File: config.mk
export PLATFORM = sky130hd
export DESIGN_NAME = vend_coin_sequencer
export DESIGN_NICKNAME = d
export VERILOG_FILES = /design/src/rtl/vend_pkg.sv /design/src/rtl/coin_pend_counter.sv /design/src/rtl/vend_coin_sequencer.sv
export SDC_FILE = /design/constraint.sdc
export NUM_CORES = 1
export LEC_CHECK = 0
export ABC_CLOCK_PERIOD_IN_PS = 1860
export CAP_MARGIN = 20
export CORE_MARGIN = 2
export CORE_UTILIZATION = 50
export CTS_BUF_LIST = sky130_fd_sc_hd__clkbuf_8
export DETAILED_ROUTE_END_ITERATION = 16
export PLACE_DENSITY = 0.78
export SYNTH_ARGS = -nofsm -noshare
export SYNTH_HDL_FRONTEND = slang
export SYNTH_SLANG_ARGS = --single-unit
File: constraint.sdc
create_clock -name clk -period 1.86 [get_ports clk]
set_input_delay 0.372 -clock clk [delete_from_list [all_inputs] [get_ports clk]]
set_output_delay 0.372 -clock clk [all_outputs]
set_load 0.03 [all_outputs]
File: src/rtl/vend_pkg.sv
// vend_pkg: shared state encoding, denomination indices and widths for the coin sequencer.
package vend_pkg;
    typedef enum logic [1:0] {IDLE, ISSUE, GAP_WAIT, CHANGE} state_e;
    localparam int DEN_ONE  = 0;
    localparam int DEN_TWO  = 1;
    localparam int DEN_FIVE = 2;
    localparam int NDEN     = 3;
    localparam int CHG_W    = 3;
endpackage

File: src/rtl/coin_pend_counter.sv
// coin_pend_counter: saturating pending-coin counter; drop flags a capture lost to saturation.
module coin_pend_counter #(
    parameter int W = 2
) (
    input  logic clk,
    input  logic reset,
    input  logic inc,
    input  logic dec,
    output logic nz,
    output logic drop
);
    logic [W-1:0] cnt_q, cnt_d;
    logic full;
    // simultaneous capture and issue cancel, so a full counter still accepts the coin
    always_comb begin
        full  = &cnt_q;
        nz    = |cnt_q;
        drop  = inc & ~dec & full;
        cnt_d = (inc & ~dec & ~full) ? cnt_q + W'(1) :
                (dec & ~inc & nz)    ? cnt_q - W'(1) : cnt_q;
    end
    always_ff @(posedge clk or negedge reset) begin
        if (!reset) cnt_q <= '0;
        else        cnt_q <= cnt_d;
    end
endmodule

File: src/rtl/vend_coin_sequencer.sv
// vend_coin_sequencer: buffers coin sensor pulses, feeds them to the vending FSM one at a time,
// and pays out dispense change through a req/ack hopper with a timeout fault.
module vend_coin_sequencer
    import vend_pkg::*;
#(
    parameter int GAP         = 2,
    parameter int CNT_W       = 2,
    parameter int HOP_TIMEOUT = 15
) (
    input  logic             clk,
    input  logic             reset,
    input  logic             coin_one,
    input  logic             coin_two,
    input  logic             coin_five,
    output logic             one,
    output logic             two,
    output logic             five,
    input  logic             d,
    input  logic [CHG_W-1:0] r,
    output logic             hop_req,
    input  logic             hop_ack,
    output logic             coin_reject,
    output logic             busy,
    output logic             hop_fault
);
    localparam int GW = $clog2(GAP + 1);
    localparam int TW = $clog2(HOP_TIMEOUT + 1);

    logic [NDEN-1:0] coin_in, nz, drop, sel, dec;
    state_e state_q, state_d;
    logic [NDEN-1:0] coin_q, coin_d;
    logic [GW-1:0] gap_q, gap_d;
    logic [CHG_W-1:0] chg_q, chg_d;
    logic [TW-1:0] to_q, to_d;
    logic hop_req_q, hop_req_d, fault_q, fault_d, rej_q, rej_d;

    assign coin_in = {coin_five, coin_two, coin_one};
    // lowest set bit wins: one before two before five
    assign sel = nz & (~nz + NDEN'(1));
    assign dec = (state_q == IDLE) ? sel : '0;

    for (genvar i = 0; i < NDEN; i++) begin : g_cnt
        coin_pend_counter #(.W(CNT_W)) u_cnt (
            .clk  (clk),
            .reset(reset),
            .inc  (coin_in[i]),
            .dec  (dec[i]),
            .nz   (nz[i]),
            .drop (drop[i])
        );
    end

    always_comb begin
        state_d   = state_q;
        coin_d    = '0;
        gap_d     = gap_q;
        chg_d     = chg_q;
        to_d      = '0;
        hop_req_d = hop_req_q;
        fault_d   = fault_q;
        rej_d     = |drop;
        case (state_q)
            IDLE: begin
                coin_d  = sel;
                state_d = |nz ? ISSUE : IDLE;
            end
            ISSUE: begin
                gap_d   = GW'(GAP);
                state_d = GAP_WAIT;
            end
            GAP_WAIT: begin
                gap_d = gap_q - GW'(1);
                if (d) begin
                    chg_d     = r;
                    hop_req_d = |r;
                    state_d   = |r ? CHANGE : IDLE;
                end else if (gap_q <= GW'(1)) begin
                    state_d = IDLE;
                end
            end
            CHANGE: begin
                if (hop_ack) begin
                    chg_d = chg_q - CHG_W'(1);
                    if (chg_q == CHG_W'(1)) begin
                        hop_req_d = 1'b0;
                        state_d   = IDLE;
                    end
                end else if (to_q == TW'(HOP_TIMEOUT - 1)) begin
                    fault_d   = 1'b1;
                    chg_d     = '0;
                    hop_req_d = 1'b0;
                    state_d   = IDLE;
                end else begin
                    to_d = to_q + TW'(1);
                end
            end
            default: state_d = IDLE;
        endcase
    end

    always_ff @(posedge clk or negedge reset) begin
        if (!reset) begin
            state_q   <= IDLE;
            coin_q    <= '0;
            gap_q     <= '0;
            chg_q     <= '0;
            to_q      <= '0;
            hop_req_q <= 1'b0;
            fault_q   <= 1'b0;
            rej_q     <= 1'b0;
        end else begin
            state_q   <= state_d;
            coin_q    <= coin_d;
            gap_q     <= gap_d;
            chg_q     <= chg_d;
            to_q      <= to_d;
            hop_req_q <= hop_req_d;
            fault_q   <= fault_d;
            rej_q     <= rej_d;
        end
    end

    assign one         = coin_q[DEN_ONE];
    assign two         = coin_q[DEN_TWO];
    assign five        = coin_q[DEN_FIVE];
    assign hop_req     = hop_req_q;
    assign hop_fault   = fault_q;
    assign coin_reject = rej_q;
    assign busy        = (state_q != IDLE) | (|nz);
endmodule

## Word-level counts from Yosys, hierarchy flattened

Index checks and enable logic that the tools add are counted.

- Flip-flop bits (word level): 23
- Bits in latches: 0
- Memory bits (writable): 0
- Bits in read-only memories: 0
- Input bits: 10
- Logic and storage cells: 107
- Memories: 0

- Add/sub/neg operators: 10
- Multiply operators: 0
- Divide/modulo/power cells: 0
- $lt $le $gt $ge: 1
- Equality and inequality tests: 9
- Shift-type cells: 0
- Mux-type cells: 28
- Bitwise logic cells: 28
- Reductions and logical operators: 20

Operators with widths:

| cell | count |
|---|---|
| $mux 2 | 12 |
| $and 1x1->1 | 15 |
| $mux 3 | 4 |
| $mux 4 | 3 |
| $reduce_bool 2->1 | 6 |
| $not 1->1 | 10 |
| $ne 3x3->1 const B | 3 |
| $reduce_and 3->1 | 3 |
| $pmux 2 s4 | 1 |
| $sub 2x1->2 const B | 4 |
| $add 2x1->2 const B | 3 |
| $pmux 3 s2 | 1 |
| $reduce_and 2->1 | 3 |
| $reduce_or 2->1 | 3 |
| $reduce_or 3->1 | 2 |
| $reduce_or 6->1 | 1 |
| $mux 1 | 5 |
| $add 4x1->4 const B | 1 |
| $eq 2x2->1 const B | 2 |
| $eq 4x4->1 const B | 1 |
| $pmux 2 s2 | 1 |
| $reduce_and 4->1 | 1 |
| $add 3x1->3 const B | 1 |
| $and 3x3->3 | 1 |
| 9 further kinds | 9 |

## Depth between registers and ports, before layout

- Word-level depth: 9
- Gate-level depth with buffers: 6
- Gate-level depth less buffers: 6

## Hierarchy

From an unflattened synthesis, not the netlist that was laid out.

- Cells, all modules: 127
- Area total of the unflattened synthesis: 1,293.7 um^2

Modules (own cells, without submodules):

| module | times used | cells an instance | area an instance (um^2) | sequential area each (um^2) |
|---|---|---|---|---|
| vend_coin_sequencer | 1 | 85 | 907.1 | 425.4 |
| coin_pend_counter | 3 | 14 | 128.9 | 50.0 |

## Worst setup path before layout

Ideal clock, no wire load.

- Kind: register to output
- From: register state_q[0]
- To: output busy
- Arrival: 1.294 ns
- Slack: 0.194 ns
- Stages on the path, launching flop included: 5
- Cells stage by stage: dfrtp_1 inv_1 ha_1 nor3b_2 nand3_1

- Longest elaborated chain between the ends: 2

RTL lines:

| element | RTL line | RTL |
|---|---|---|
| start, declared | vend_coin_sequencer.sv:30 | `state_e state_q, state_d;` |
| start signal, assigned | vend_coin_sequencer.sv:112 | `state_q <= state_d;` |
| $reduce_bool 2->1 | vend_coin_sequencer.sv:129 | `assign busy = (state_q != IDLE) \| (\|nz);` |
| $or 1x1->1 | vend_coin_sequencer.sv:129 |  |
| end, declared | vend_coin_sequencer.sv:23 | `output logic busy,` |

Every way passes these cells.

## Worst setup path after layout

- From: register state_q[0]
- To: register state_q[1]

- Longest elaborated chain between the ends: 3

RTL lines:

| element | RTL line | RTL |
|---|---|---|
| $eq 2x2->1 | vend_coin_sequencer.sv:62 | `case (state_q)` |
| $ne 3x3->1 (no source line) | -- |  |
| $reduce_and 3->1 (no source line) | -- |  |

Several ways; a longest one is shown, not always the timed one.
A chain may end at the register's enable or synchronous reset.

==> out/metrics.csv <==
metric,value,unit
Final TNS setup,0,ns
Slowest cell on crit path,a221oi_2,
VDD IR max,0.0008691,V
largest net degree at the start of global routing,24,
"EDFF count, synth",0,
DRC,0,
Fin Clk Skew,0.002468,ns
die height,54.67,um
"commonest non-fill, non-tap cell in the layout",dfrtp_1,
Max-Cap Viols,0,
TritonCTS Buffers,3,
worst hold slack,0.4535,ns
most frequent cells in the layout,"dfrtp_1 (23), nor2_1 (16), buf_4 (16)",
"Area growth, synth to finish",28.07,%
# nets final,188,
Total GRT Usage,19.59,%
Setup-failing EPs final,0,
CTS tree,yes,
Starting Density,52.29,%
"FF+latch count, synth",23,
vias per inst,5.303,
Hold Fails Final Rpt,0,
"Async S/R FF share, synth",100.0,%
dominant cell type by area after synthesis,dfrtp_1,
core box area,2455,sq um
Worst-path clk slew,0.08,ns
yosys warns,0,
vias,1050,
Die ar.,2989,sq um
global-route wire length before repair,4084,um
Worst Hold Class,input port to asynchronous set/reset pin,
HPWL Detailed,1929,um
Max H-tree Level,1,
share of layout cells above drive strength 1,16.67,%
Worst R2R End,state_q[1]$_DFFE_PN0P_,
"Clk Latency, worst-skew pair",0.26,ns
Rel. slew slack,73.16,%
antenna-violating nets left,0,
worst-case reg-to-reg path depth,6,
routed wire length,2506,um
outcome,finished clean,
vias in the first global route,984,
syn nets,152,
worst r2r src,state_q[0]$_DFFE_PN0P_,
"top cells by area, synth","dfrtp_1 (45%), ha_1 (8.8%), nor2_1 (4.7%)",
"Distinct cells, synth",31,
Core Rows,18,
critical path class,register to register,
Post-CTS Hold Fix Bufs,0,
total grt overflow,0,
Sink Count,23,
Yosys top cell area share,44.83,%
CP Capture Type,register,
crit path max fanout,5,
final-report max-slew violation count,0,
Period minus WS final,1.741,ns
Netlist Area Pre-Place,1284,sq um
root buf cell,clkbuf_8,
total power,2.150,mW
"CP delay by family, top",compound AO/OA/AOI/OAI gates,
Placer Congestion,0.7988,
period utilisation layout,93.62,%
critical path buffer and inverter count,1,
crit path DAT,1.89,ns
I/O pins,17,
post-synthesis sequential area ratio,44.83,%
leakage,0.7622,nW
crit path cell chain,"buf_4, ha_1, and2b_1, a221oi_2, o21a_1, o21ai_0",
Post-Syn Area per Cell,9.652,sq um
critical path depth,6,
CP max stage delay,0.39,ns
Synth Flop Type,dfrtp_1,
total power divided by cell area,1308,nW/um^2
worst setup path end,state_q[1]$_DFFE_PN0P_,
Crit. Startpoint,state_q[0]$_DFFE_PN0P_,
actual slew at the worst max-slew pin,0.3969,ns
crit start category,register,
R2R Setup Slk,0.12,ns
Die W,54.67,um
I/O Buffers,16,
DRT Pass-1 Iters,4,
routed length per instance,12.66,um
initial antenna violation count,0,
Fmax,574.3,MHz
CTS Buffer Depth,2,
Initial DRC Count,16,
# diodes,0,
cell count after synthesis,133,
CP required,2.01,ns
==> synthesized netlist by cell type (2+ instances only) <==
cell      number
nand2b_1       3
a21oi_1        9
mux2i_1        4
nor2b_1        3
nor2_1        16
dfrtp_1       23
ha_1           9
nand2_1       10
nand3_1        9
inv_1         10
xor2_1         4
o21ai_0       10
o22ai_1        2
a21bo_2        2
nor3_1         2
and2_1         2
==> registers in the layout (all words and copies together), names as in the netlist <==
name and flops:
gap_q 2, to_q 4, hop_req 1, state_q 2, hop_fault 1, g_cnt.u_cnt.cnt_q 6
coin_q 3, chg_q 3, coin_reject 1
==> final cells by class <==
type                    count  area, sq um
clock inverters             1        5.005
clock buffers               3        41.29
repair buffers             32        275.3
flip-flops and latches     23        575.6
well taps                  30        37.54
fillers                   196        810.8
inverters                  10        37.54
multi-input cells          99        671.9
==> routing by layer <==
layer,share of wire [%],vias up,global-route usage (%)
li1,-,529,-
met1,44,492,23.88
met2,49,19,31.55
met3,3.2,10,3.825
met4,3.8,0,12.08
met5,0,-,0
==> per-stage QoR <==
stage / cells / setup WS [ns] / cell area [sq um] / utilization [%]
after global placement: 194 / 0.02025 / 1590 / 64.78
after CTS: 198 / 0.01457 / 1638 / 66.72
after global routing: 198 / -0.007274 / 1644 / 66.97
after floorplan: 133 / 0.1939 / 1284 / -
after detailed placement: 194 / -0.01393 / 1590 / 64.78
final: 198 / 0.1187 / 1644 / 66.97
==> power by group <==
part	leakage [nW]	switching [mW]	internal [mW]
Sequential	0.277	0.0906	0.651
Clock	0.0255	0.160	0.150
Combinational	0.460	0.569	0.530
Total	0.762	0.820	1.33
==> kinds of logic (layout without fill, tap and decap cells) <==
kind of cell | after synthesis | after routing | share of synthesized area (%)
flops | 23 | 23 | 44.83
buf+inv | 11 | 46 | 3.801
fa+ha+maj | 9 | 9 | 8.772
simple gates | 50 | 50 | 19.59
mux | 4 | 4 | 3.119
compound gates | 31 | 31 | 16.47
xor+xnor | 5 | 5 | 3.411
==> how the worst min path moves through the flow <==
stage / to / startpoint / depth (start not counted) / slack (ns)
final: hop_fault$_DFFE_PN0P_ / reset / 2 / 0.45
after global routing: g_cnt[2].u_cnt.cnt_q[0]$_DFFE_PN0P_ / reset / 2 / 0.49
after CTS: chg_q[0]$_DFFE_PN0P_ / reset / 2 / 0.46
after detailed placement: hop_fault$_DFFE_PN0P_ / hop_fault$_DFFE_PN0P_ / 1 / 0.47
after global placement: hop_fault$_DFFE_PN0P_ / hop_fault$_DFFE_PN0P_ / 1 / 0.45
after floorplan: chg_q[0]$_DFFE_PN0P_ / reset / 0 / 0.08
==> what timing repair did <==
item	4_1_cts	5_1_grt
setup buffers	0	0
gates resized for setup	3	4
endpoints found under the setup margin	1	2
pin swaps	0	0
(Power assumes the default switching activity.)
